$ cat src/rtl/tile_row_fetch_ctrl_pkg.sv
// Shared constants, bus widths and FSM encoding for the scanline tile prefetcher.
package tile_row_fetch_ctrl_pkg;

  localparam int RAM_DATA_W     = 7;
  localparam int RAM_ADDR_W     = 9;
  localparam int ROM_ADDR_W     = 12;
  localparam int ROM_DATA_W     = 32;
  localparam int LB_ADDR_W      = 5;
  localparam int LINE_W         = 10;
  localparam int TILES_PER_ROW  = 20;
  localparam int TILE_PX        = 32;
  localparam int V_LINES        = 480;
  localparam int NUM_TILE_TYPES = 88;

  typedef enum logic [1:0] {
    ST_IDLE  = 2'd0,
    ST_FETCH = 2'd1,
    ST_DRAIN = 2'd2
  } fetch_state_e;

  // Glyph row address: each tile type owns TILE_PX consecutive ROM rows.
  // Unknown tile types fall back to ROM row 0.
  function automatic logic [ROM_ADDR_W-1:0] tile_rom_addr(
    input logic [RAM_DATA_W-1:0] tile_type,
    input logic [4:0]            mod32
  );
    if (tile_type >= RAM_DATA_W'(NUM_TILE_TYPES))
      return '0;
    return {tile_type, mod32};
  endfunction

endpackage

$ cat src/rtl/tile_row_fetch_ctrl_if.sv
// Bus bundle between the prefetcher and its neighbours (timing gen, tile RAM, glyph ROM, line buffer).
interface tile_row_fetch_ctrl_if import tile_row_fetch_ctrl_pkg::*; ();

  logic                  line_start_i;
  logic [LINE_W-1:0]     next_line_i;
  logic                  ram_rd_o;
  logic [RAM_ADDR_W-1:0] ram_addr_o;
  logic [RAM_DATA_W-1:0] ram_data_i;
  logic                  rom_rd_o;
  logic [ROM_ADDR_W-1:0] rom_addr_o;
  logic [ROM_DATA_W-1:0] rom_data_i;
  logic                  lb_we_o;
  logic [LB_ADDR_W-1:0]  lb_addr_o;
  logic [ROM_DATA_W-1:0] lb_data_o;
  logic                  busy_o;
  logic                  done_o;
  logic                  overrun_o;

  modport master (
    input  line_start_i, next_line_i, ram_data_i, rom_data_i,
    output ram_rd_o, ram_addr_o, rom_rd_o, rom_addr_o,
           lb_we_o, lb_addr_o, lb_data_o, busy_o, done_o, overrun_o
  );

  modport slave (
    output line_start_i, next_line_i, ram_data_i, rom_data_i,
    input  ram_rd_o, ram_addr_o, rom_rd_o, rom_addr_o,
           lb_we_o, lb_addr_o, lb_data_o, busy_o, done_o, overrun_o
  );

endinterface

$ cat src/rtl/tile_row_fetch_ctrl_xlat.sv
// Tile-type to glyph-ROM row translator; forced to 0 while the block is in reset.
module tile_row_fetch_ctrl_xlat import tile_row_fetch_ctrl_pkg::*; (
  input  logic                  rst_i,
  input  logic [RAM_DATA_W-1:0] tile_type_i,
  input  logic [4:0]            mod32_i,
  output logic [ROM_ADDR_W-1:0] rom_addr_o
);

  // Purely combinational lookup so the ROM read issues in the same cycle the tile type arrives.
  always_comb begin
    rom_addr_o = '0;
    if (!rst_i)
      rom_addr_o = tile_rom_addr(tile_type_i, mod32_i);
  end

endmodule

$ cat src/rtl/tile_row_fetch_ctrl.sv
// Scanline prefetcher: tile RAM read -> glyph ROM read -> line buffer write, one tile per cycle.
module tile_row_fetch_ctrl import tile_row_fetch_ctrl_pkg::*; #(
  parameter int TILES_PER_ROW = tile_row_fetch_ctrl_pkg::TILES_PER_ROW,
  parameter int V_LINES       = tile_row_fetch_ctrl_pkg::V_LINES
) (
  input  logic                 clk_i,
  input  logic                 rst_ni,
  tile_row_fetch_ctrl_if.master bus
);

  localparam logic [4:0] LAST_COL = 5'(TILES_PER_ROW - 1);

  fetch_state_e          state;
  logic                  vld_p0, vld_p1, lb_we_p2;
  logic [4:0]            col_p0, col_p1;
  logic [LB_ADDR_W-1:0]  lb_addr_p2;
  logic [RAM_ADDR_W-1:0] ram_addr_p0;
  logic [RAM_ADDR_W-1:0] row_base_q;
  logic [4:0]            mod32_q;
  logic                  drain_cnt;
  logic                  busy_q, done_q, overrun_q;
  logic                  req_ok;
  logic [RAM_ADDR_W-1:0] req_base;
  logic [ROM_ADDR_W-1:0] xlat_addr;

  assign req_ok   = bus.line_start_i && (int'(bus.next_line_i) < V_LINES);
  assign req_base = RAM_ADDR_W'(bus.next_line_i[9:5]) * RAM_ADDR_W'(TILES_PER_ROW);

  // Sequencer: latch the request, walk the tile columns, then wait for the pipe to drain.
  always_ff @(posedge clk_i or negedge rst_ni) begin
    if (!rst_ni) begin
      state       <= ST_IDLE;
      vld_p0      <= 1'b0;
      col_p0      <= '0;
      ram_addr_p0 <= '0;
      drain_cnt   <= 1'b0;
      busy_q      <= 1'b0;
      done_q      <= 1'b0;
      overrun_q   <= 1'b0;
    end else begin
      done_q <= 1'b0;
      if (bus.line_start_i && busy_q)
        overrun_q <= 1'b1;
      case (state)
        ST_IDLE: begin
          if (req_ok) begin
            state       <= ST_FETCH;
            busy_q      <= 1'b1;
            vld_p0      <= 1'b1;
            col_p0      <= '0;
            ram_addr_p0 <= req_base;
          end
        end
        ST_FETCH: begin
          if (col_p0 == LAST_COL) begin
            state       <= ST_DRAIN;
            vld_p0      <= 1'b0;
            ram_addr_p0 <= '0;
            drain_cnt   <= 1'b0;
          end else begin
            col_p0      <= col_p0 + 5'd1;
            ram_addr_p0 <= row_base_q + RAM_ADDR_W'(col_p0 + 5'd1);
          end
        end
        ST_DRAIN: begin
          if (drain_cnt) begin
            state  <= ST_IDLE;
            busy_q <= 1'b0;
            done_q <= 1'b1;
          end else begin
            drain_cnt <= 1'b1;
          end
        end
        default: state <= ST_IDLE;
      endcase
    end
  end

  // Request fields and the column delay are pure data; valids qualify them downstream.
  always_ff @(posedge clk_i) begin
    if (state == ST_IDLE && req_ok) begin
      row_base_q <= req_base;
      mod32_q    <= bus.next_line_i[4:0];
    end
    col_p1 <= col_p0;
  end

  // ---- stage 1: tile type returns, ROM read issues ----
  // ---- stage 2: ROM row returns, line buffer write ----
  // Valid/slot delay pipe; cleared by reset so an interrupted line never writes.
  always_ff @(posedge clk_i or negedge rst_ni) begin
    if (!rst_ni) begin
      vld_p1     <= 1'b0;
      lb_we_p2   <= 1'b0;
      lb_addr_p2 <= '0;
    end else begin
      vld_p1     <= vld_p0;
      lb_we_p2   <= vld_p1;
      lb_addr_p2 <= vld_p1 ? col_p1 : '0;
    end
  end

  tile_row_fetch_ctrl_xlat u_xlat (
    .rst_i       (~rst_ni),
    .tile_type_i (bus.ram_data_i),
    .mod32_i     (mod32_q),
    .rom_addr_o  (xlat_addr)
  );

  assign bus.ram_rd_o   = vld_p0;
  assign bus.ram_addr_o = ram_addr_p0;
  assign bus.rom_rd_o   = vld_p1;
  assign bus.rom_addr_o = vld_p1 ? xlat_addr : '0;
  assign bus.lb_we_o    = lb_we_p2;
  assign bus.lb_addr_o  = lb_addr_p2;
  assign bus.lb_data_o  = lb_we_p2 ? bus.rom_data_i : '0;
  assign bus.busy_o     = busy_q;
  assign bus.done_o     = done_q;
  assign bus.overrun_o  = overrun_q;

endmodule

$ cat src/flat_wrapper.sv
// flat-port wrapper written by rule: the top's interface ports become plain ports
module tile_row_fetch_ctrl_flat import tile_row_fetch_ctrl_pkg::*;
#(
  parameter int TILES_PER_ROW = tile_row_fetch_ctrl_pkg::TILES_PER_ROW,
  parameter int V_LINES       = tile_row_fetch_ctrl_pkg::V_LINES
)
  (clk_i, rst_ni, bus_line_start_i, bus_next_line_i, bus_ram_data_i, bus_rom_data_i, bus_ram_rd_o, bus_ram_addr_o, bus_rom_rd_o, bus_rom_addr_o, bus_lb_we_o, bus_lb_addr_o, bus_lb_data_o, bus_busy_o, bus_done_o, bus_overrun_o);
  tile_row_fetch_ctrl_if bus_i ();
  input  logic clk_i;
  input  logic rst_ni;
  input wire logic [$bits(bus_i.line_start_i)-1:0] bus_line_start_i;
  input wire logic [$bits(bus_i.next_line_i)-1:0] bus_next_line_i;
  input wire logic [$bits(bus_i.ram_data_i)-1:0] bus_ram_data_i;
  input wire logic [$bits(bus_i.rom_data_i)-1:0] bus_rom_data_i;
  output wire logic [$bits(bus_i.ram_rd_o)-1:0] bus_ram_rd_o;
  output wire logic [$bits(bus_i.ram_addr_o)-1:0] bus_ram_addr_o;
  output wire logic [$bits(bus_i.rom_rd_o)-1:0] bus_rom_rd_o;
  output wire logic [$bits(bus_i.rom_addr_o)-1:0] bus_rom_addr_o;
  output wire logic [$bits(bus_i.lb_we_o)-1:0] bus_lb_we_o;
  output wire logic [$bits(bus_i.lb_addr_o)-1:0] bus_lb_addr_o;
  output wire logic [$bits(bus_i.lb_data_o)-1:0] bus_lb_data_o;
  output wire logic [$bits(bus_i.busy_o)-1:0] bus_busy_o;
  output wire logic [$bits(bus_i.done_o)-1:0] bus_done_o;
  output wire logic [$bits(bus_i.overrun_o)-1:0] bus_overrun_o;
  assign bus_i.line_start_i = bus_line_start_i;
  assign bus_i.next_line_i = bus_next_line_i;
  assign bus_i.ram_data_i = bus_ram_data_i;
  assign bus_i.rom_data_i = bus_rom_data_i;
  assign bus_ram_rd_o = bus_i.ram_rd_o;
  assign bus_ram_addr_o = bus_i.ram_addr_o;
  assign bus_rom_rd_o = bus_i.rom_rd_o;
  assign bus_rom_addr_o = bus_i.rom_addr_o;
  assign bus_lb_we_o = bus_i.lb_we_o;
  assign bus_lb_addr_o = bus_i.lb_addr_o;
  assign bus_lb_data_o = bus_i.lb_data_o;
  assign bus_busy_o = bus_i.busy_o;
  assign bus_done_o = bus_i.done_o;
  assign bus_overrun_o = bus_i.overrun_o;
  tile_row_fetch_ctrl #(.TILES_PER_ROW(TILES_PER_ROW), .V_LINES(V_LINES)) u_core (.clk_i(clk_i), .rst_ni(rst_ni), .bus(bus_i));
endmodule
$ cat config.mk
export PLATFORM = sky130hd
export DESIGN_NAME = tile_row_fetch_ctrl_flat
export DESIGN_NICKNAME = d
export VERILOG_FILES = /design/src/rtl/tile_row_fetch_ctrl_pkg.sv /design/src/rtl/tile_row_fetch_ctrl_if.sv /design/src/rtl/tile_row_fetch_ctrl_xlat.sv /design/src/rtl/tile_row_fetch_ctrl.sv /design/src/flat_wrapper.sv
export SDC_FILE = /design/constraint.sdc
export NUM_CORES = 1
export LEC_CHECK = 0
export ABC_AREA = 1
export BUFFER_PORTS_ARGS = -buffer_cell sky130_fd_sc_hd__clkbuf_2
export CELL_PAD_IN_SITES_DETAIL_PLACEMENT = 2
export CELL_PAD_IN_SITES_GLOBAL_PLACEMENT = 2
export CORE_AREA = 2 2 134 84
export CTS_CLUSTER_SIZE = 8
export DETAILED_ROUTE_END_ITERATION = 8
export DIE_AREA = 0 0 136 86
export PLACE_DENSITY = 0.77
export SLEW_MARGIN = 20
export SYNTH_ARGS = -nofsm -noshare
export SYNTH_HDL_FRONTEND = slang
export SYNTH_HIERARCHICAL = 1
export SYNTH_SLANG_ARGS = --single-unit
$ cat constraint.sdc
create_clock -name clk_i -period 1.9 [get_ports clk_i]
set_clock_uncertainty 0.1 [all_clocks]
set_input_delay 0.095 -clock clk_i [delete_from_list [all_inputs] [get_ports clk_i]]
set_output_delay 0.095 -clock clk_i [all_outputs]
set_load 0.1 [all_outputs]
Word-level counts from Yosys, hierarchy flattened
Cells that the tools add are included.
{ "totals": {"inputBits": 52, "regBits": 45} }
{ "op_classes": {"eq_ne": 7, "n_addsub": 3, "mux": 26, "order_cmp": 2, "n_reduce_logical": 13, "n_mul": 1} }
{ "ops": {"columns": ["cell", "count"], "rows": [
  ["two-way mux 12 bit", 4],
  ["two-way mux 32 bit", 1],
  ["two-way mux 9 bit", 2],
  ["case mux 9 bit (2 select lines)", 1],
  ["two-way mux 5 bit", 3],
  ["AND reduction 3 bit", 4],
  ["less-than comparator 10 x 9 -> 1 bit (second input constant)", 1],
  ["case mux 5 bit (2 select lines)", 1],
  ["adder 9 bit", 1],
  ["greater-or-equal comparator 7 bit (second input constant)", 1],
  ["multiplier 5 x 3 -> 7 bit (second input constant)", 1],
  ["two-way mux 1 bit", 7],
  ["adder 5 x 1 -> 6 bit (second input constant)", 1],
  ["two-way mux 2 bit", 3],
  ["inequality test 2 x 1 -> 1 bit (second input constant)", 3],
  ["case mux 1 bit (2 select lines)", 3],
  ["case mux 2 bit (3 select lines)", 1],
  ["nonzero test 2 bit", 3],
  ["adder 5 x 1 -> 5 bit (second input constant)", 1],
  ["== test 5 bit (second input constant)", 1],
  ["AND reduction 2 bit", 2],
  ["logical AND 1 bit", 3],
  ["== test 2 x 1 -> 1 bit (second input constant)", 1],
  ["== test 2 bit (second input constant)", 1],
  ["2 further kinds", 2]
]} }

Logic depth before layout (Yosys ltp)
{ "depth": {"depth_word": 6, "ltp_mapped": 9, "depth_no_buf": 9} }

By module
Netlist, hierarchy kept.
{ "by_module_without_submodules": {"columns": ["mod", "instances", "area_each_um2", "cells_each", "seq_area_each_um2"], "rows": [
  ["tile_row_fetch_ctrl", 1, 2382.3, 305, 1161.1],
  ["tile_row_fetch_ctrl_xlat", 1, 181.4, 30, 0.0]
]} }

Worst setup path before layout
Ideal clock, no wire load.
{ "synth_path": {"path_kind": "register to output", "start": "reg u_core.vld_p1, in the netlist u_core/bus.rom_rd_o", "end": "out bus_rom_addr_o[10]", "setup_slack_ps": -358, "path_stages_with_launch": 5, "arrival_time_ps": 2063, "cell_sequence": "dfrtp_1 clkbuf_1 buf_2 nand2_1 inv_1"} }
{ "synth_via": {"elab_chain_len": 1} }
{ "synth_lines": {"columns": ["item", "line_no", "rtl"], "rows": [
  ["start: declaration", "tile_row_fetch_ctrl.sv:14", "logic vld_p0, vld_p1, lb_we_p2;"],
  ["start signal: assignment", "tile_row_fetch_ctrl.sv:97", "vld_p1 <= vld_p0;"],
  ["two-way mux 12 bit", "tile_row_fetch_ctrl.sv:113", "assign bus.rom_addr_o = vld_p1 ? xlat_addr : '0;"],
  ["end: declaration", "flat_wrapper.sv:18", "output wire logic [$bits(bus_i.rom_addr_o)-1:0] bus_rom_addr_o;"]
]} }
No other way between the ends.

Final worst setup path
{ "layout_path": {"start": "in rst_ni", "end": "out bus_rom_addr_o[2]"} }
{ "layout_via": {"elab_chain_len": 2} }
{ "layout_lines": {"columns": ["item", "line_no", "rtl"], "rows": [
  ["start: declaration", "flat_wrapper.sv:10", "input logic rst_ni;"],
  ["two-way mux 12 bit", "tile_row_fetch_ctrl_xlat.sv:12", "if (!rst_i)"],
  ["named net u_core.xlat_addr[2]", "tile_row_fetch_ctrl.sv:24", "logic [ROM_ADDR_W-1:0] xlat_addr;"],
  ["two-way mux 12 bit", "tile_row_fetch_ctrl.sv:113", null]
]} }
The timed path passes the listed nets, and every way through them passes these cells.

==> flow_summary.ini <==
[run_status]
outcome = finished clean

[setup_path]
crit_arrival_ns = 1.57
worst-setup-path-type = primary input to primary output
crit_fanout = 11
endpoint_kind = primary output
worstRegToRegCells = 7
cp-start-kind = primary input
worstPathRequired_ns = 1.70

[cells_and_area]
drive_gt1_share_pct = 34.8
fillers = 1204
seqCellArea_um2 = 1170
antenna_cells = 0
num-nets-final = 525
fin_cells = 602
multi_input_area_um2 = 1050
area_growth_pct = 48.1

[sta]
max_slew.worst_pin.slew_ns = 0.567
hold_slack_ns = 0.00722
hold_viol_final = 0
fin_crit_ns = 1.76
maxSlewViolCount = 0
slew_headroom_pct = 62.4
setup_viol = 0
finalCritPeriodShare_pct = 92.9
rsz0062_at_grt = no
max_freq_mhz = 567

[synthesis]
postSynthCellCount = 335
ys_seq_area_share_pct = 45.3
syn_area_per_cell_um2 = 7.65
synth_cell_types = 34
ys_warn_count = 6
synth_area_leader_cell = dfrtp_1
yosys.area.top_type_share_pct = 27.3
async_flop_share_pct = 62.2
synth_area_leaders = dfrtp_1 27%, nand2_1 14%, edfxtp_1 14%, inv_1 11%, ha_1 4.9%
syn_nets = 398
syn_area_um2 = 2560
synth_seq_cells = 45
synth_common_cells = 98 x nand2_1, 73 x inv_1, 28 x dfrtp_1
synth_edf_count = 12
synth_ff_type = dfrtp_1
yosysMostFrequentCell = nand2_1

[placement]
dpl.cell_count = 585
numPortBuffers = 115
dp_hpwl_mm = 7.16
place_congestion = 0.794

[routing]
wl_per_cell_um = 15.0
dr.pass1.iters = 4
drt_iter0_markers = 43
avgViaCountPerCell = 4.32
vias = 2598
ant_nets = 0
routed_wl_mm = 9.03
post-route-drc-count = 0

[floorplan]
num_rows = 29
die_h_um = 86
die_area_um2 = 11700
die_w_um = 136
num_io_pins = 116
coreArea_um2 = 10400
start_util_pct = 24.7

[global_routing]
overflow = 0
grt_pass1_vias = 2785
antenna_found_initial = 0
grt_usage_pct = 15.7
grt_start_max_net_pins = 34
grt_pass1_wl_mm = 14.3

[worst_hold_path]
whs_path_depth = 3
worstHoldPathType = primary input to flip-flop

[clocking]
clockBufferDepth = 2
clk_pin_slew_ns = 0.06
cts_max_level = 2
cts_tree = yes
cts_sinks = 45
cts_root_buf = clkbuf_16
insertion_delay_ns = 0.30
cts_buffers = 5

[power]
seq_power_share_pct = 22.2
clkPwrFrac_pct = 14.2
peakVddDrop_uv = 689
pwr-share-comb_pct = 63.6
p_int_uw = 2840
cellPowerDensity_nw_per_um2 = 1970
p_sw_share_pct = 62.0
power.switching_uw = 4620
power.leakage_uw = 0.00207

[run]
maxCapViolations = 0
## path summary, 6_finish.rpt
kind,startpoint,end,slack [ns]
worst max-delay path,rst_ni,bus_rom_addr_o[2],0.14
worst min-delay path,bus_next_line_i[5],u_core/bus.ram_addr_o[2]$_DFFE_PN0P_,0.007
worst max register to register,u_core/col_p0[3]$_DFFE_PN0P_,u_core/bus.ram_addr_o[8]$_DFFE_PN0P_,0.15
worst min register to register,u_core/bus.ram_rd_o$_DFFE_PN0P_,u_core/bus.rom_rd_o$_DFF_PN0_,0.30
max in group asynchronous,rst_ni,u_core/bus.lb_we_o$_DFF_PN0_,1.06
min in group asynchronous,rst_ni,u_core/bus.busy_o$_DFFE_PN0P_,0.31
## power groups by stage
| stage | Combinational (µW) | Sequential (µW) | Clock [µW] |
|---|---|---|---|
| after global placement | 4670 | 1660 | 0 |
| after global routing | 5030 | 1720 | 1130 |
| after floorplan | 2570 | 2830 | 0 |
| final | 4750 | 1660 | 1060 |
| after CTS | 4800 | 1670 | 1080 |
| after detailed placement | 4760 | 1680 | 0 |
## repair_timing
item | in CTS | in global routing
resized for setup | 0 | 3
hold endpoints to repair | 36 | 0
endpoints found under the setup margin | 0 | 29
hold buffers | 9 | 0
buffers inserted | 0 | 0
## critical path, cell delays in order
cell and delay, ns:
dlygate4sd3_1 0.52, clkbuf_2 0.14, inv_1 0.09, inv_4 0.13
nand2_1 0.08, a21oi_2 0.10, nand2_1 0.11, clkinvlp_4 0.13
buf_12 0.17
## per-layer routing
metal  track usage [%]  part of all wire (%)
met4              3.13                  0.72
met3              3.78                   6.8
met2              25.3                    44
met5                 0                     0
met1              21.6                    49
## kinds of logic (layout without fill, tap and decap cells)
group                    count (synthesis)  after routing  synth area share [%]
XOR/XNOR                                 3              3                  1.03
flip-flops                              45             45                  45.3
adder cells (fa/ha/maj)                 11             11                  5.66
buffers and inverters                   86            214                  13.8
AO/OA/AOI/OAI                           34             34                  8.30
AND/OR/NAND/NOR                        156            156                  25.9
## stage by stage
stage                     utilization (%)  area (µm²)  TNS (ns)  setup WS, ns  total power (µW)
after floorplan                         -        2600   -0.0941       -0.0941              5400
after global placement               34.0        3530         0         0.222              6330
after detailed placement             34.0        3530         0        0.0877              6440
after CTS                            36.5        3790         0        0.0238              7550
after global routing                 36.6        3800         0       0.00871              7880
final                                36.6        3800         0         0.136              7460
## flip-flops by register name, indices dropped and copies added, names as in the netlist, 2 cells and up
signal / cells
u_core/mod32_q: 5
u_core/row_base_q: 7
u_core/bus.lb_addr_o: 5
u_core/col_p0: 5
u_core/col_p1: 5
u_core/state: 2
u_core/bus.ram_addr_o: 9
## final cells by class
type                            count  area share [%]
Clock inverter                      2           0.956
Timing Repair Buffer              130            23.9
Multi-Input combinational cell    204            27.6
Clock buffer                        6            3.66
Sequential cell                    45            30.7
Inverter                           76            8.53
Tap cell                          139            4.58
## layout by cell type, fill, tap and decap left out
cell type and instances:
nand2_1 98, clkbuf_2 96, inv_1 64, dfrtp_1 25, nand3_1 24, nor2_1 20, buf_4 13, buf_12 12
edfxtp_1 12, a21oi_1 10, ha_1 10, dlygate4sd3_1 9, clkinvlp_4 9, a21oi_2 9, o21ai_0 8, clkbuf_16 5
dfxtp_1 5, inv_4 3, nand2_2 3, o21ai_1 3, nand4_1 2, nand3_2 2, nand3b_1 2, xor2_1 2
dfrtp_2 2, clkbuf_8 1, bufinv_16 1, xnor2_1 1, and2_1 1, or2_1 1, nor2_2 1, inv_2 1
nand2_4 1, a21o_1 1, o21ai_2 1, a31oi_1 1, o22ai_1 1, fa_1 1, dfrtp_4 1, nor3_1 1
Power figures use the tool's default switching activity.
